==> src/rtl/frac_div_pkg.sv <==
// Shared types, reset defaults and config checks for the programmable fractional clock divider.
package frac_div_pkg;

    typedef enum logic {
        IDLE = 1'b0,
        RUN  = 1'b1
    } state_t;

    localparam int unsigned W_DEF     = 4;
    localparam int unsigned M_DEF_RST = 3;
    localparam int unsigned N_DEF_RST = 7;

    // A ratio is usable only when 0 < m <= n.
    function automatic logic cfg_legal(input int unsigned m, input int unsigned n);
        return (m != 0) && (n != 0) && (m <= n);
    endfunction

    function automatic logic defaults_ok(input int unsigned w, input int unsigned m,
                                         input int unsigned n);
        return (m != 0) && (m <= n) && (n < (32'd1 << w));
    endfunction

endpackage

==> src/rtl/clk_gate_cell.sv <==
// Latch-based clock gate: enable captured while clk is low, so clk_out never glitches while clk is high.
module clk_gate_cell (
    input  logic clk,
    input  logic reset_n,
    input  logic en,
    output logic clk_out
);

    logic en_lat;

    always_latch begin
        if (!reset_n) begin
            en_lat <= 1'b0;
        end else if (!clk) begin
            en_lat <= en;
        end
    end

    assign clk_out = clk & en_lat;

endmodule

==> src/rtl/frac_clk_div_prog.sv <==
// Runtime-programmable M/N fractional clock divider with boundary-aligned config update and gated clock.
module frac_clk_div_prog
    import frac_div_pkg::*;
#(
    parameter int unsigned W     = W_DEF,
    parameter int unsigned M_DEF = M_DEF_RST,
    parameter int unsigned N_DEF = N_DEF_RST
) (
    input  logic         clk,
    input  logic         reset_n,
    input  logic         run_i,
    input  logic         cfg_valid_i,
    input  logic [W-1:0] cfg_m_i,
    input  logic [W-1:0] cfg_n_i,
    output logic         cfg_ready_o,
    output logic         cfg_err_o,
    output logic         clk_en_o,
    output logic         period_o,
    output logic         clk_out
);

    if (!defaults_ok(W, M_DEF, N_DEF)) begin : g_bad_defaults
        $error("frac_clk_div_prog: requires 0 < M_DEF <= N_DEF < 2**W");
    end

    state_t       state, state_nxt;
    logic [W-1:0] acc, acc_nxt;
    logic [W-1:0] phase, phase_nxt;
    logic [W-1:0] m_r, m_nxt, n_r, n_nxt;
    logic [W-1:0] m_sh, m_sh_nxt, n_sh, n_sh_nxt;
    logic         pending, pending_nxt;
    logic         en_nxt, per_nxt, err_nxt;
    logic [W:0]   sum;
    logic         accept, legal, boundary;

    assign accept   = cfg_valid_i & cfg_ready_o;
    assign legal    = cfg_legal(32'(cfg_m_i), 32'(cfg_n_i));
    assign sum      = {1'b0, acc} + {1'b0, m_r};
    assign boundary = (phase == (n_r - W'(1)));

    always_ff @(posedge clk or negedge reset_n) begin
        if (!reset_n) begin
            state       <= IDLE;
            acc         <= '0;
            phase       <= '0;
            m_r         <= W'(M_DEF);
            n_r         <= W'(N_DEF);
            m_sh        <= '0;
            n_sh        <= '0;
            pending     <= 1'b0;
            cfg_ready_o <= 1'b1;
            cfg_err_o   <= 1'b0;
            clk_en_o    <= 1'b0;
            period_o    <= 1'b0;
        end else begin
            state       <= state_nxt;
            acc         <= acc_nxt;
            phase       <= phase_nxt;
            m_r         <= m_nxt;
            n_r         <= n_nxt;
            m_sh        <= m_sh_nxt;
            n_sh        <= n_sh_nxt;
            pending     <= pending_nxt;
            cfg_ready_o <= ~pending_nxt;
            cfg_err_o   <= err_nxt;
            clk_en_o    <= en_nxt;
            period_o    <= per_nxt;
        end
    end

    // Next-state: run/stop control, accumulator step, and where a new ratio lands.
    always_comb begin
        state_nxt   = state;
        acc_nxt     = acc;
        phase_nxt   = phase;
        m_nxt       = m_r;
        n_nxt       = n_r;
        m_sh_nxt    = m_sh;
        n_sh_nxt    = n_sh;
        pending_nxt = pending;
        en_nxt      = 1'b0;
        per_nxt     = 1'b0;
        err_nxt     = accept & ~legal;

        case (state)
            IDLE: begin
                acc_nxt   = '0;
                phase_nxt = '0;
                if (accept && legal) begin
                    m_nxt = cfg_m_i;
                    n_nxt = cfg_n_i;
                end
                if (run_i) begin
                    state_nxt = RUN;
                end
            end
            RUN: begin
                if (!run_i) begin
                    state_nxt = IDLE;
                    acc_nxt   = '0;
                    phase_nxt = '0;
                    if (pending) begin
                        m_nxt       = m_sh;
                        n_nxt       = n_sh;
                        pending_nxt = 1'b0;
                    end else if (accept && legal) begin
                        m_nxt = cfg_m_i;
                        n_nxt = cfg_n_i;
                    end
                end else begin
                    if (sum >= {1'b0, n_r}) begin
                        acc_nxt = W'(sum - {1'b0, n_r});
                        en_nxt  = 1'b1;
                    end else begin
                        acc_nxt = W'(sum);
                    end
                    per_nxt   = boundary;
                    phase_nxt = boundary ? '0 : phase + W'(1);
                    // The period in flight finishes on the old ratio; swap only at its last cycle.
                    if (boundary && pending) begin
                        m_nxt       = m_sh;
                        n_nxt       = n_sh;
                        acc_nxt     = '0;
                        pending_nxt = 1'b0;
                    end
                    if (accept && legal) begin
                        m_sh_nxt    = cfg_m_i;
                        n_sh_nxt    = cfg_n_i;
                        pending_nxt = 1'b1;
                    end
                end
            end
            default: state_nxt = IDLE;
        endcase
    end

    clk_gate_cell u_gate (
        .clk     (clk),
        .reset_n (reset_n),
        .en      (clk_en_o),
        .clk_out (clk_out)
    );

endmodule

==> config.mk <==
export PLATFORM = sky130hd
export DESIGN_NAME = frac_clk_div_prog
export DESIGN_NICKNAME = d
export VERILOG_FILES = /design/src/rtl/frac_div_pkg.sv /design/src/rtl/clk_gate_cell.sv /design/src/rtl/frac_clk_div_prog.sv
export SDC_FILE = /design/constraint.sdc
export NUM_CORES = 1
export LEC_CHECK = 0
export ABC_AREA = 1
export BUFFER_PORTS_ARGS = -buffer_cell sky130_fd_sc_hd__buf_2
export CORE_ASPECT_RATIO = 0.8
export CORE_MARGIN = 2
export CORE_UTILIZATION = 40
export CTS_CLUSTER_SIZE = 10
export DETAILED_ROUTE_END_ITERATION = 12
export PLACE_DENSITY_LB_ADDON = 0.08
export SYNTH_ARGS = -nofsm -noshare
export SYNTH_HDL_FRONTEND = slang
export SYNTH_SLANG_ARGS = --single-unit
export TNS_END_PERCENT = 50
==> constraint.sdc <==
create_clock -name clk -period 3.85 [get_ports clk]
set_input_delay 0.9625 -clock clk [delete_from_list [all_inputs] [get_ports clk]]
set_output_delay 0.9625 -clock clk [all_outputs]
set_load 0.05 [all_outputs]
Word-level counts from Yosys, hierarchy flattened:

Index checks and enable logic that the tools add are counted.

* bits in registers: 30
* bits in latches: 1
* word-level logic and storage cells: 65

* add/subtract/negate cells: 4
* magnitude comparators: 2
* equal/unequal tests: 2
* muxes and demuxes: 31
* bitwise operators: 6
* reductions and logical operators: 7

Operator list (count)
* $mux W4: 13
* $pmux W4 S2: 4
* $mux W1: 14
* $reduce_bool A4 Y1: 2
* $add A4 B4 Y5: 1
* $ge A5 B4 Y1: 1
* $add A4 B1 Y4 const B: 1
* $eq A4 B4 Y1: 1
* $le A4 B4 Y1: 1
* $logic_and A1 B1 Y1: 4
* $sub A4 B1 Y4 const B: 1
* $sub A4 B4 Y4: 1
* $and A1 B1 Y1: 3
* $ne A3 B2 Y1 const B: 1
* $not A1 Y1: 3
* $reduce_and A3 Y1: 1

Depth between registers and ports, before layout:

* depth after elaboration: 8
* mapped depth: 14
* depth with buffers taken out: 13

By module:

Synthesis repeated with hierarchy kept, for this count alone.

* cell total of the unflattened synthesis: 273
* area total of the unflattened synthesis: 2030.7 µm²

By module, submodules not included
* frac_clk_div_prog: times used 1, cells each 267, area an instance 1996.9 µm², sequential area each 758.2 µm²
* clk_gate_cell: times used 1, cells each 6, area an instance 33.8 µm², sequential area each 0.0 µm²

==> impl_metrics.env <==
export IMPL_synth_edf_count=0
export IMPL_dp_worst_setup_slack_ns=0.3551
export IMPL_seq_area_um2=773.2
export IMPL_post_cts_setup_buffers=0
export IMPL_final_layout_size_suffix_gt1_share_pct=19.59
export IMPL_synth_ff_type="dfrtp_1"
export IMPL_arrival_ns=2.91
export IMPL_die_x_um=83.76
export IMPL_routabilityCongestion=0.7418
export IMPL_synthArstFlopShare_pct=96.77
export IMPL_setup_violations=2
export IMPL_grt_pass1_wl_um=7714
export IMPL_portBuffers=16
export IMPL_drc=0
export IMPL_yosys_warnings=0
export IMPL_finalHoldViolCount=0
export IMPL_status="complete, but fails checks"
export IMPL_synth_top_area_share_pct=29.50
export IMPL_grt_pass1_vias=1643
export IMPL_setup_ws_ns=-0.01944
export IMPL_firstDrtPassIters=4
export IMPL_fin_worst_skew_ns=0.02089
export IMPL_fin_util_pct=48.13
export IMPL_gr_usage_all_layers_pct=18.42
export IMPL_multi_input_area_um2=1079
export IMPL_cp_required_ns=2.89
export IMPL_syn_cell_area_um2=2036
export IMPL_hold_class="input pin to clock gate"
export IMPL_antennaDiodeCount=0
export IMPL_slew_headroom_pct=61.12
export IMPL_synth_top_area_cell="dfrtp_1"
export IMPL_violations="negative setup slack"
export IMPL_yosys_top_cells_count="78 x nand2_1, 31 x inv_1, 24 x dfrtp_1"
export IMPL_wl_um=4363
export IMPL_synth_nets=289
export IMPL_drtAntennaViolNets=0
export IMPL_hold_ws_ns=0.1949
export IMPL_startpoint_type="latch"
export IMPL_die_area_um2=5679
export IMPL_wl_per_cell_um=12.36
export IMPL_rsz0062_at_grt="yes"
export IMPL_peakVddDrop_mv=0.3450
export IMPL_drt_iter0_drc=51
export IMPL_syn_area_per_cell_um2=7.800
export IMPL_vias_per_cell=4.680
export IMPL_fp_row_count=23
export IMPL_core_area_um2=4950
export IMPL_grt_start_max_net_pins=32
export IMPL_synth_area_leaders="dfrtp_1 30%, nand2_1 14%, ha_1 8.6%, dfstp_2 7.7%, inv_1 5.7%"
export IMPL_ys_seq_elements=31
export IMPL_netlist_instances=261
export IMPL_ys_types=28
export IMPL_fin_nets=317
export IMPL_rrSetupSlack_ns=1.14
export IMPL_area_delta_synth_final_pct=17.02
export IMPL_crit_type="latch to output port"
export IMPL_antenna_found_initial=0
export IMPL_vias=1652
export IMPL_clk_latency_ns=0.39
export IMPL_final_design_area_no_fill_um2=2382
export IMPL_crit_fanout=1
export IMPL_p_per_area_nw_per_um2=647.9
export IMPL_worst_slew_pin_slew_ns=0.5818
export IMPL_tritoncts="done"
export IMPL_final_max_slew_viol_count=0
export IMPL_leakage_nw=1.284
export IMPL_num_io_pins=17
export IMPL_grt_overflow_total=0
export IMPL_drv_cap=0
export IMPL_dieHeight_um=67.81
export IMPL_end_kind="output port"
export IMPL_placed_area_um2=2170
export IMPL_dpl_hpwl_um=3139
export IMPL_start_util_pct=41.13
export IMPL_nFillCells=505
export IMPL_synth_most_common_cell="nand2_1"
export IMPL_cts_clk_slew_worst_paths_ns=0.04
[metrics by stage]
step	total power, W	setup TNS, ns	instances
after floorplan	0.0009471	0	261
after global placement	0.001068	0	337
after detailed placement	0.001075	0	337
after CTS	0.001570	-0.03576	353
after global routing	0.001705	-0.07863	353
final	0.001543	-0.01944	353
[flip-flops by register name, indices dropped and copies added, names as in the netlist]
register / cells
acc: 4
u_gate.en_lat: 1
clk_en_o: 1
n_sh: 4
state: 1
period_o: 1
cfg_err_o: 1
cfg_ready_o: 1
m_r: 4
phase: 4
m_sh: 4
pending: 1
n_r: 4
[path summary, 6_finish.rpt]
check,end,cells past startpoint,startpoint
max in group asynchronous,n_r[0]$_DFFE_PN1P_,3,reset_n
worst min-delay path,clock gate,4,reset_n
max in group gated,clock gate,4,reset_n
min in group clk,m_sh[1]$_DFFE_PN0P_,2,m_sh[1]$_DFFE_PN0P_
worst max-delay path,clk_out,3,u_gate.en_lat$_DLATCH_P_
worst max register to register,acc[1]$_DFF_PN0_,11,m_r[0]$_DFFE_PN1P_
worst min register to register,m_sh[1]$_DFFE_PN0P_,2,m_sh[1]$_DFFE_PN0P_
min in group asynchronous,phase[3]$_DFF_PN0_,3,reset_n
[cell type report]
type,instances,area share (%)
Clock inverter,4,2.048
Clock buffer,12,6.408
Sequential cell,31,32.46
Multi-Input combinational cell,190,45.27
Tap cell,62,3.256
Inverter,36,6.250
Timing Repair Buffer,18,4.307
[layer usage]
layer	track usage [%]	wire length [um]
met5	0	0
met4	10.28	84
met3	7.457	183
met2	26.20	1774
met1	23.87	2321
[worst max-delay path, cell delays in order (launching register included)]
cell	delay [ns]
dlxtp_1	0.31
nand2_1	0.05
inv_1	0.06
buf_6	0.15
[logic make-up (layout without fill, tap and decap cells)]
group | Yosys count | in the layout | synth area share, %
buf+inv | 40 | 70 | 9.035
fa+ha+maj | 16 | 16 | 10.57
latches | 1 | 1 | 0.7373
xor+xnor | 9 | 9 | 3.872
compound gates | 22 | 22 | 5.839
simple gates | 143 | 143 | 32.70
flops | 30 | 30 | 37.25
[repair_timing]
action | CTS | global route
endpoints found under the hold margin | 1 | 0
hold buffers | 2 | 0
setup endpoints to repair | 2 | 2
pin swaps | 0 | 0
gates resized for setup | 2 | 0
[power by group]
part	internal (W)	total [W]	switching [W]
combinational	0.000230	0.000610	0.000379
clock	0.000312	0.000494	0.000181
sequential	0.000398	0.000440	0.0000417
total	0.000941	0.00154	0.000602
[placed cells by master, fill, tap and decap left out, types with 5 or more instances in the layout]
cell,n
nand2_1,78
inv_1,31
dfrtp_1,24
nand3_1,21
nor2_1,18
buf_2,15
ha_1,14
nand4_1,11
nand2_2,10
clkbuf_8,10
o21ai_1,9
xor2_1,7
dfstp_2,6
a21oi_1,5
o21ai_0,5
No activity file was read; power rests on OpenSTA's default activity.
